## config.mk

```make
export PLATFORM = sky130hd
export DESIGN_NAME = led_frame_sequencer
export DESIGN_NICKNAME = d
export VERILOG_FILES = /design/src/rtl/led_frame_sequencer.sv
export SDC_FILE = /design/constraint.sdc
export NUM_CORES = 1
export LEC_CHECK = 0
export BUFFER_PORTS_ARGS = -buffer_cell sky130_fd_sc_hd__clkbuf_2
export CAP_MARGIN = 20
export CORE_ASPECT_RATIO = 1.25
export CORE_UTILIZATION = 40
export CTS_CLUSTER_SIZE = 40
export DETAILED_ROUTE_END_ITERATION = 7
export GPL_ROUTABILITY_DRIVEN = 1
export GPL_TIMING_DRIVEN = 1
export PLACE_DENSITY_LB_ADDON = 0.1
export RECOVER_POWER = 50
export SYNTH_ARGS = -nofsm -noshare
export SYNTH_HDL_FRONTEND = slang
export SYNTH_SLANG_ARGS = --single-unit
export TNS_END_PERCENT = 50
```

## constraint.sdc

```tcl
create_clock -name clk -period 4.58 [get_ports clk]
set_input_delay 0.916 -clock clk [delete_from_list [all_inputs] [get_ports clk]]
set_output_delay 0.916 -clock clk [all_outputs]
set_load 0.01 [all_outputs]
```

## src/rtl/led_frame_sequencer.sv

```systemverilog
// led_frame_sequencer: WS2812-class frame serializer with valid/ready pixel input and a trailing latch interval.
// Optional build macro LED_REPEAT_ON_UNDERRUN_EN: repeat the last pixel on underrun instead of aborting to latch.
module led_frame_sequencer #(
    parameter int NUM_LEDS  = 8,
    parameter int T0H_CYC   = 20,
    parameter int T1H_CYC   = 40,
    parameter int TBIT_CYC  = 63,
    parameter int LATCH_CYC = 2500
) (
    input  logic        clk,
    input  logic        rst_n,
    input  logic        start,
    input  logic        px_valid,
    input  logic [23:0] px_data,
    output logic        px_ready,
    output logic        led_out,
    output logic        busy,
    output logic        done,
    output logic        underrun
);
    localparam int MAXC = (LATCH_CYC > TBIT_CYC) ? LATCH_CYC : TBIT_CYC;
    localparam int CW   = $clog2(MAXC);
    localparam int PW   = $clog2(NUM_LEDS + 1);

    typedef enum logic [2:0] {IDLE, LOAD, HIGH, LOW, LATCH} state_t;

    state_t        state;
    logic [CW-1:0] cnt;
    logic [PW-1:0] px_cnt;
    logic [4:0]    bit_idx;
    logic [23:0]   px_word;
    logic          cur_bit;
    logic [CW-1:0] hi_last;
    logic [CW-1:0] lo_last;

    // Terminal counts of the high and low phases for the bit currently on the wire
    always_comb begin
        cur_bit = px_word[bit_idx];
        hi_last = cur_bit ? CW'(T1H_CYC - 1) : CW'(T0H_CYC - 1);
        lo_last = cur_bit ? CW'(TBIT_CYC - T1H_CYC - 1) : CW'(TBIT_CYC - T0H_CYC - 1);
    end

    // Frame FSM; every output is a flop updated together with the state it belongs to
    always_ff @(posedge clk or negedge rst_n) begin
        if (!rst_n) begin
            state    <= IDLE;
            cnt      <= '0;
            px_cnt   <= '0;
            bit_idx  <= '0;
            px_word  <= '0;
            px_ready <= 1'b0;
            led_out  <= 1'b0;
            busy     <= 1'b0;
            done     <= 1'b0;
            underrun <= 1'b0;
        end else begin
            done <= 1'b0;
            case (state)
                IDLE: if (start) begin
                    state    <= LOAD;
                    px_ready <= 1'b1;
                    busy     <= 1'b1;
                    underrun <= 1'b0;
                    px_cnt   <= '0;
                    px_word  <= '0;
                end
                LOAD: begin
                    px_ready <= 1'b0;
                    cnt      <= '0;
                    bit_idx  <= 5'd23;
                    px_cnt   <= px_cnt + PW'(1);
                    if (px_valid) px_word <= px_data;
                    else underrun <= 1'b1;
`ifdef LED_REPEAT_ON_UNDERRUN_EN
                    state   <= HIGH;
                    led_out <= 1'b1;
`else
                    state   <= px_valid ? HIGH : LATCH;
                    led_out <= px_valid;
`endif
                end
                HIGH: if (cnt == hi_last) begin
                    state   <= LOW;
                    led_out <= 1'b0;
                    cnt     <= '0;
                end else begin
                    cnt <= cnt + CW'(1);
                end
                LOW: if (cnt == lo_last) begin
                    cnt <= '0;
                    if (bit_idx != 5'd0) begin
                        bit_idx <= bit_idx - 5'd1;
                        state   <= HIGH;
                        led_out <= 1'b1;
                    end else if (px_cnt < PW'(NUM_LEDS)) begin
                        state    <= LOAD;
                        px_ready <= 1'b1;
                    end else begin
                        state <= LATCH;
                    end
                end else begin
                    cnt <= cnt + CW'(1);
                end
                LATCH: if (cnt == CW'(LATCH_CYC - 1)) begin
                    state <= IDLE;
                    busy  <= 1'b0;
                    done  <= 1'b1;
                    cnt   <= '0;
                end else begin
                    cnt <= cnt + CW'(1);
                end
                default: state <= IDLE;
            endcase
        end
    end
endmodule

```

* After elaboration in Yosys (flattened, before gate mapping)
Index checks and enable logic that the tools add are counted.
** Word-level totals
- Output and inout port bits :: 5
- Logic and storage cells :: 87
- Input bits :: 28
- Bits in registers :: 53
** Cells by class
- Order comparisons :: 2
- Muxes and demuxes :: 40
- Reduce and logical (&&, ||, !) cells :: 16
- Eq/ne operators :: 16
- Add/sub/neg operators :: 3
** Operators with widths (number)
- $mux W24 :: 2
- $pmux W12 S4 :: 1
- $pmux W24 S2 :: 1
- $mux W12 :: 3
- $eq A12 B6 Y1 :: 2
- $mux W3 :: 7
- $ne A2 B2 Y1 const B :: 9
- $pmux W3 S5 :: 1
- $mux W1 :: 13
- $add A12 B1 Y12 const B :: 1
- $eq A12 B12 Y1 const B :: 1
- $mux W6 :: 2
- $reduce_and A3 Y1 :: 4
- $mux W5 :: 2
- $pmux W5 S2 :: 1
- $pmux W4 S2 :: 1
- $reduce_and A4 Y1 :: 2
- $eq A3 B2 Y1 const B :: 2
- $lt A5 B6 Y1 const B :: 1
- $pmux W1 S3 :: 2
- $reduce_bool A2 Y1 :: 3
- $reduce_bool A3 Y1 :: 2
- $bmux W1 S5 :: 1
- $reduce_and A5 Y1 :: 1
- 11 further kinds :: 12

* Longest topological paths before layout
Gate-level depths: netlist of the first run.
- Depth after elaboration :: 6
- Gate-level depth with buffers :: 11
- Depth with buffers taken out :: 9

* Worst setup path after synthesis of the first run
OpenSTA, ideal clock, no wires.
- Kind :: reg2reg
- Start point :: register bit_idx[0]
- End point :: register led_out
- Cell stages (with the launch flop) :: 9
- Setup time :: 0.128 ns
- Arrival time :: 2.161 ns
- Slack :: 2.291 ns
- Path through :: dfrtp_1 buf_6 mux2i_1 mux4_2 nor3b_2 or2_1 o21ai_2 nor4_2 mux2_1
** On the way
- Word-level cells in the longest chain between the ends :: 6
- Elaborated cells between the ends (all ways) :: 11
- Classes of those cells :: 5 x eq/ne; 4 x mux; 2 x reduce/logical
** RTL lines
- from (decl) :: line 30 : logic [4:0] bit_idx;
- from (signal assigned) :: line 92 : bit_idx <= bit_idx - 5'd1;
- $bmux W1 S5 :: line 38 : cur_bit = px_word[bit_idx];
- $mux W1 (not written as such) :: line 38
- $mux W6, on equally long branches :: line 39, 40
- $eq A12 B6 Y1, on equally long branches :: line 82, 89
- $ne A2 B2 Y1 (no source line)
- $reduce_and A4 Y1 (no source line) *
- to (signal assigned) :: line 79 : led_out <= px_valid;
- to (decl) :: line 16 : output logic led_out,
Mark *: on every way between the ends. The rest lies on a longest branch, timed or not. The select of a mux whose other input is x is not followed.
A chain may end at the register's enable or synchronous reset.

* Worst setup path after layout of the first run
- Start point :: register bit_idx[0]
- End point :: register bit_idx[4]
** On the way
- Word-level cells in the longest chain between the ends :: 6
- Elaborated cells between the ends (all ways) :: 12
- Classes of those cells :: 1 x add/sub; 3 x eq/ne; 6 x mux; 2 x reduce/logical
** RTL lines
- $bmux W1 S5 :: line 38
- $mux W1 (not written as such) :: line 38
- $mux W6 :: line 40 : lo_last = cur_bit ? CW'(TBIT_CYC - T1H_CYC - 1) : CW'(TBIT_CYC - T0H_CYC - 1);
- $eq A12 B6 Y1 :: line 89 : LOW: if (cnt == lo_last) begin
- $ne A2 B2 Y1 (no source line)
- $reduce_and A3 Y1 (no source line)
Parallel ways exist; a longest one is shown, timed or not. The select of a mux whose other input is x is not followed.

==> results of run 1 <==
-- worst reg2reg max path, stage by stage (launching register included) --
cell      delay, ns
dfrtp_1        0.63
inv_1          0.21
ha_1           0.15
nor4b_1        0.83
a21oi_1        0.23
nand3_1        0.14
mux2i_1        0.13
a211oi_1       0.26
a31oi_1        0.07
-- cell usage after synthesis, types with 4 or more instances --
master	n	area, um2
clkbuf_1	17	63.81
nand2b_1	6	37.54
nand3_1	33	165.2
nor2b_1	6	37.54
mux2i_1	18	180.2
o211ai_1	7	52.55
dfrtp_1	53	1326
nor3_1	8	40.04
nand2_1	71	266.5
and3_1	4	25.02
nor2_1	23	86.33
or2_2	5	31.28
a21oi_1	11	55.05
o21ai_0	12	60.06
ha_1	5	62.56
o31ai_1	9	67.56
inv_1	6	22.52
-- through the flow --
step	setup WS [ns]	instance area (um2)
after floorplan	2.291	3017
after global placement	1.861	3232
after detailed placement	1.799	3232
after CTS	1.786	3366
after global routing	1.515	3366
final	1.793	3366
-- cell usage in the layout (no fill, tap or decap), types with 2 or more instances in the layout --
cell	instances
xnor2_1	3
nor2b_1	6
inv_1	6
nand3b_1	2
o211ai_1	7
buf_4	4
clkbuf_8	5
a21oi_1	11
nand2b_1	6
a31oi_1	2
nor3_1	7
nand2_1	71
mux2i_1	18
nor2_1	23
dfrtp_1	53
nand3_1	33
o22a_1	2
clkbuf_2	32
a21boi_0	2
bufinv_16	2
nor4_1	2
and3_1	4
o21ai_0	12
or2_2	5
a22oi_1	3
o31ai_1	9
ha_1	5
-- cells by family (layout without fill, tap and decap cells) --
kind of cell / after synthesis / count (layout) / synth area share (%)
compound gates: 58 / 58 / 13.44
xor+xnor: 4 / 4 / 1.162
fa+ha+maj: 5 / 5 / 2.074
buf+inv: 25 / 50 / 3.899
flops: 53 / 53 / 43.97
mux: 20 / 20 / 7.092
simple gates: 175 / 175 / 28.37
-- worst max path at each step --
stage | startpoint | end | slack, ns | cells after the start
2_1_floorplan | bit_idx[0]$_DFFE_PN0P_ | led_out$_DFFE_PN0P_ | 2.29 | 8
3_3_place_gp | bit_idx[0]$_DFFE_PN0P_ | bit_idx[4]$_DFFE_PN0P_ | 1.86 | 8
3_5_place_dp | bit_idx[0]$_DFFE_PN0P_ | led_out$_DFFE_PN0P_ | 1.80 | 7
4_1_cts | bit_idx[0]$_DFFE_PN0P_ | bit_idx[4]$_DFFE_PN0P_ | 1.79 | 8
5_1_grt | bit_idx[0]$_DFFE_PN0P_ | bit_idx[4]$_DFFE_PN0P_ | 1.51 | 8
6_report | bit_idx[0]$_DFFE_PN0P_ | bit_idx[4]$_DFFE_PN0P_ | 1.79 | 8
-- metal layers --
layer / part of all wire (%) / vias up / global-route usage (%)
li1: - / 1246 / -
met1: 46 / 1156 / 23.53
met2: 49 / 43 / 29.91
met3: 2.7 / 13 / 2.844
met4: 2.6 / 0 / 7.552
met5: 0 / - / 0
-- flip-flops by register name, summed over array words and instances (netlist names) --
register,count
done,1
bit_idx,5
state,3
underrun,1
px_ready,1
busy,1
led_out,1
px_word,24
cnt,12
px_cnt,4
-- power groups by stage --
stage,logic (uW),clock network [uW],registers (uW)
final,449,380,692
after CTS,455,391,694
after detailed placement,453,0,704
after global placement,441,0,701
after global routing,513,410,712
after floorplan,432,0,618
-- cell type report --
type | count | area (um2) | area share [%]
Sequential cell | 53 | 1326 | 39.41
Timing Repair Buffer | 36 | 190.2 | 5.651
Tap cell | 92 | 115.1 | 3.420
Clock inverter | 3 | 65.06 | 1.933
Clock buffer | 5 | 68.82 | 2.045
Inverter | 6 | 22.52 | 0.6691
Multi-Input combinational cell | 262 | 1578 | 46.88
==> metrics.md, run 1 <==
| Metric | Value |
|---|---|
| Routed vias/inst | roughly 5.4 |
| Crit path max-delay cell type | nor4b_1 |
| Routability congestion estimate | between 0.7 and 0.8 |
| Worst Min Path Start | px_word[3]$_DFFE_PN0P_ |
| Final Non-Filler Cells | around 460 |
| Status | finished, final reports clean |
| Nets | around 400 |
| CP bufs+invs | 1 |
| Avg Cell Area, Syn | 8.872 um2 |
| Antenna diodes | 0 |
| DR vias | approximately 2500 |
| R2R depth | 8 |
| Critical path class | flip-flop to flip-flop |
| Final setup viols | 0 |
| Number of flops mapped to enable cells by yosys | 0 |
| Largest net degree at the start of global routing | 54 |
| RSZ-0062 raised after global routing | false |
| Die Wd | between 70 and 80 um |
| Final Cycle Share | between 60% and 70% |
| Setup Skew | between 0.01 and 0.015 ns |
| Root Buffer | clkbuf_8 |
| Slew @ Worst Pin | 1.042 ns |
| Skew-Pair Late Insertion Delay | about 0.31 ns |
| Flop pwr share | ~46% |
| Drt drc | 0 |
| Vias in the first global route | 2346 |
| Crit path largest cell delay | a little over 0.8 ns |
| Setup TNS | 0 ns |
| Max cap viols | 0 |
| Core ar. | between 7000 and 8000 um2 |
| CTS Buf Count | 5 |
| Post-Route Utilization | a little under half |
| Post-layout power | around 1500 uW |
| FF-to-FF End | bit_idx[4]$_DFFE_PN0P_ |
| I/O pin total | 33 |
| Placed insts | around 450 |
| Overall Global Routing Usage | 18.17% |
| Cell Chain, Critical Path | inv_1 > ha_1 > nor4b_1 > a21oi_1 > nand3_1 > mux2i_1 > a211oi_1 > a31oi_1 |
| Hpwl dp | roughly 4.7 mm |
| Worst IR Drop VDD | approximately 0.00016 V |
| 1st-iter DRT viols | 119 |
| CTS tree | done |
| Hold Crit Depth | 2 |
| Crit Path Max Fanout | 14 |
| WP data arrival | slightly below 3 ns |
| Cell count after synthesis | 340 |
| CP top delay family | simple AND/OR/NAND/NOR gates |
| Critical Path RT | about 4.8 ns |
| Clk pwr share | approximately 25% |
| Clock buffer depth | 2 |
| Post-Syn Nets | between 300 and 400 |
| Routed Antenna Nets | 0 |
| Logic pwr share | about 30% |
| FP Rows | 35 |
| Fin crit period | 2.787 ns |
| Net Sw Frac | a little over a third |
| Crit path capture type | flip-flop |
| Worst hold-check path type | flip-flop to flip-flop |
| Initial antenna violation count | 0 |
| Post-CTS setup buffer count | 0 |
| Max Fclk | 0.3588 GHz |
| Fin. Hold Viols | 0 |
| Starting Density | slightly above 40% |
| R2r setup slk | 1.79 ns |
| Asr flop ratio synth | 100.0% |
| PostCTS Resize Cnt | 0 |
| Sequential area share after synthesis | 43.97% |
| Slew headroom | just under 30% |
| Startpoint types | flip-flop |
| Min Hold Slack | 0.4780 ns |
| Final WL | 6.646 mm |
| First-pass GRT wire length | approximately 11 mm |
| CTS Hold Bufs | 0 |
| Chip Height | between 90 and 100 um |
| Count of cell types in the netlist | 54 |
| Hold endpoint | px_word[3]$_DFFE_PN0P_ |
| P per Cell Area | approximately 450 nW/um2 |
| First-pass detailed-route iteration total | 4 |
| Top_reg_cell synth | dfrtp_1 |
| Area growth from synthesis to layout | 11.57% |
| Synth warn | 0 |
| Slew Limit Fails | 0 |
| Die area | between 7000 and 8000 um2 |
| Worst-path clk slew | between 0.1 and 0.15 ns |
| WL/cell | between 10 and 15 um |
| Flops & latches, synth | 53 |
| Leakage | 0.001635 uW |
| Fill cells | approximately 750 |
| H-tree levels | 2 |
| Gr ovfl total | 0 |
| Int Power | about 1000 uW |
| Reg-to-Reg Start | bit_idx[0]$_DFFE_PN0P_ |
| Share of layout cells above drive strength 1 | between 10% and 20% |
| Number of clock sinks | 53 |
| Synthesized area | between 3000 and 4000 um2 |
| Port buffer count | 32 |
| Net Sw Power | 537.4 uW |
(Power assumes the default switching activity.)
==> inputs of run 2 (changes only) <==
- clock period: 4.58 -> 2.6 ns (I/O delays scaled with it)
==> metrics.md, run 2 (synthesis results as in run 1) <==
| Metric | Value |
|---|---|
| Crit Path Max Fanout | 6 (-8) |
| Number of clock sinks | 53 (unchanged) |
| WL/cell | 14.13 um (-2.8%) |
| Core ar. | 7357 um2 (unchanged) |
| Max Fclk | 0.4055 GHz (+13%) |
| Fill cells | 735 (-1.7%) |
| Fin crit period | 2.466 ns (-0.3214 ns) |
| CTS tree | done |
| Worst-path clk slew | 0.10 ns (about the same) |
| Slew headroom | 7.051% (-23 points) |
| Largest Register | px_word |
| Max cap viols | 0 (unchanged) |
| Final Non-Filler Cells | 466 (+2.0%) |
| Drt drc | 0 (unchanged) |
| Reg area | 1326 um2 (unchanged) |
| Fin. Hold Viols | 0 (unchanged) |
| 1st-iter DRT viols | 86 (-28%) |
| Max FFs per register | 24 (unchanged) |
| Post-layout power | 2651 uW (+74%) |
| Overall Global Routing Usage | 18.24% (+0.075 points) |
| Routed Antenna Nets | 0 (unchanged) |
| Final WL | 6.585 mm (-0.92%) |
| I/O pin total | 33 (unchanged) |
| Cell Chain, Critical Path | buf_4 > mux2i_1 > mux4_2 > nor3b_4 > or2_1 > o21ai_2 > nor4_2 > mux2_1 |
| Multi-input logic area | 1592 um2 (+0.87%) |
| P per Cell Area | 774.0 nW/um2 (+71%) |
| Critical Path RT | 2.79 ns (-1.97 ns) |
| Design area | 3425 um2 (+1.7%) |
| Startpoint types | flip-flop |
| Most frequent cells in the layout | nand2_1 (71), dfrtp_1 (53), nand3_1 (33) |
| DR vias | 2510 (+2.1%) |
| FP Rows | 35 (unchanged) |
| Skew-Pair Late Insertion Delay | 0.31 ns (about the same) |
| Placed insts | 458 (+2.0%) |
| Root Buffer | clkbuf_8 |
| Die area | 7895 um2 (unchanged) |
| Biggest registers after layout | px_word (24), cnt (12), bit_idx (5) |
| WP data arrival | 2.66 ns (-0.31 ns) |
| Gr ovfl total | 0 (unchanged) |
| First-pass GRT wire length | 11.30 mm (+0.12%) |
| Die Wd | 79.68 um (unchanged) |
| CTS Buf Count | 5 (unchanged) |
| First-pass detailed-route iteration total | 4 (unchanged) |
| Largest net degree at the start of global routing | 29 (-46%) |
| Initial antenna violation count | 0 (unchanged) |
| Status | finished, final reports clean |
| Final setup viols | 0 (unchanged) |
| Setup TNS | 0 ns (unchanged) |
| Antenna diodes | 0 (unchanged) |
| Placed inst area | 3312 um2 (+2.5%) |
| Hold Crit Depth | 3 (+1) |
| Routability congestion estimate | 0.7949 (+2.2%) |
| Clock buffer depth | 2 (unchanged) |
| Nets | 406 (+2.3%) |
| Post-Route Utilization | 46.55% (+0.80 points) |
| Setup Skew | 0.006016 ns (-0.006022 ns) |
| Vias in the first global route | 2418 (+3.1%) |
| Hpwl dp | 4.879 mm (+2.9%) |
| Commonest non-fill, non-tap cell in the layout | nand2_1 |
| Area growth from synthesis to layout | 13.52% |
| Leakage | 0.001658 uW (+1.4%) |
| Crit path capture type | flip-flop |
| Worst IR Drop VDD | 0.0003443 V (+120%) |
| Worst hold-check path type | input pin to flip-flop |
| Slew @ Worst Pin | 1.394 ns (+0.3526 ns) |
| Port buffer count | 32 (unchanged) |
| Crit path largest cell delay | 0.51 ns (-0.32 ns) |
| R2R depth | 8 (unchanged) |
| Slew Limit Fails | 0 (unchanged) |
| Starting Density | 41.00% (unchanged) |
| Final Cycle Share | 94.84% (+34 points) |
| Chip Height | 99.10 um (unchanged) |
| Critical path class | flip-flop to flip-flop |
| Routed vias/inst | 5.386 (+0.14%) |
| H-tree levels | 2 (unchanged) |
| Crit path max-delay cell type | mux4_2 |
| Share of layout cells above drive strength 1 | 17.38% (+1.5 points) |
[run 2: changes by cell type in the layout (fill, tap and decap cells not counted), sizes merged]
cell and delta:
bufinv -1, clkinvlp +1, clkbuf +3, clkinv -1, buf +7
[run 2: power breakdown]
group	internal [uW]	switching [uW]
Clock	313	277
Combinational	412	478
Sequential	976	195
Total	1700	949
[run 2: metal layers]
metal / share of wire (%) / up-vias / track usage [%]
met5: 0 / - / 0
met4: 1.5 / 0 / 6.434
met3: 3.1 / 10 / 3.670
met2: 51 / 52 / 31.16
met1: 45 / 1187 / 22.57
li1: - / 1261 / -
[run 2: cell type report]
| cell class | instances | area share, % |
|---|---|---|
| clock buffers | 6 | 2.411 |
| clock inverters | 2 | 1.096 |
| inverters | 6 | 0.6577 |
| multi-input cells | 262 | 46.47 |
| flip-flops and latches | 53 | 38.73 |
| well taps | 92 | 3.361 |
| repair buffers | 45 | 7.271 |
[run 2: path summary, 6_finish.rpt]
path / start / end / slack (ns)
setup / recovery: bit_idx[0]$_DFFE_PN0P_ / led_out$_DFFE_PN0P_ / 0.13
hold / removal: px_data[0] / px_word[0]$_DFFE_PN0P_ / 0.41
setup reg to reg: bit_idx[0]$_DFFE_PN0P_ / led_out$_DFFE_PN0P_ / 0.13
hold reg to reg: px_word[9]$_DFFE_PN0P_ / px_word[9]$_DFFE_PN0P_ / 0.47
max in group asynchronous: rst_n / bit_idx[0]$_DFFE_PN0P_ / 0.72
min in group asynchronous: rst_n / busy$_DFFE_PN0P_ / 0.51
[run 2: through the flow]
step	hold WS, ns	setup slack, ns
after floorplan	0.2244	0.3112
after global placement	0.4497	0.2050
after detailed placement	0.4562	0.1376
after CTS	0.2578	0.1293
after global routing	0.4166	-0.002144
final	0.4128	0.1341
[run 2: worst max-delay path: cells and delay by family, from the launching register on]
family | cells | cell delay (ns)
multiplexers | 3 | 0.98
AND/OR/NAND/NOR | 3 | 0.71
flip-flops | 1 | 0.39
buffers and inverters | 1 | 0.17
AO/OA/AOI/OAI | 1 | 0.11
[run 2: repair_timing]
action                                  4_1_cts  5_1_grt
endpoints found under the setup margin        0        1
resized for setup                             0        2
hold buffers                                  0        0
setup buffers                                 0        0
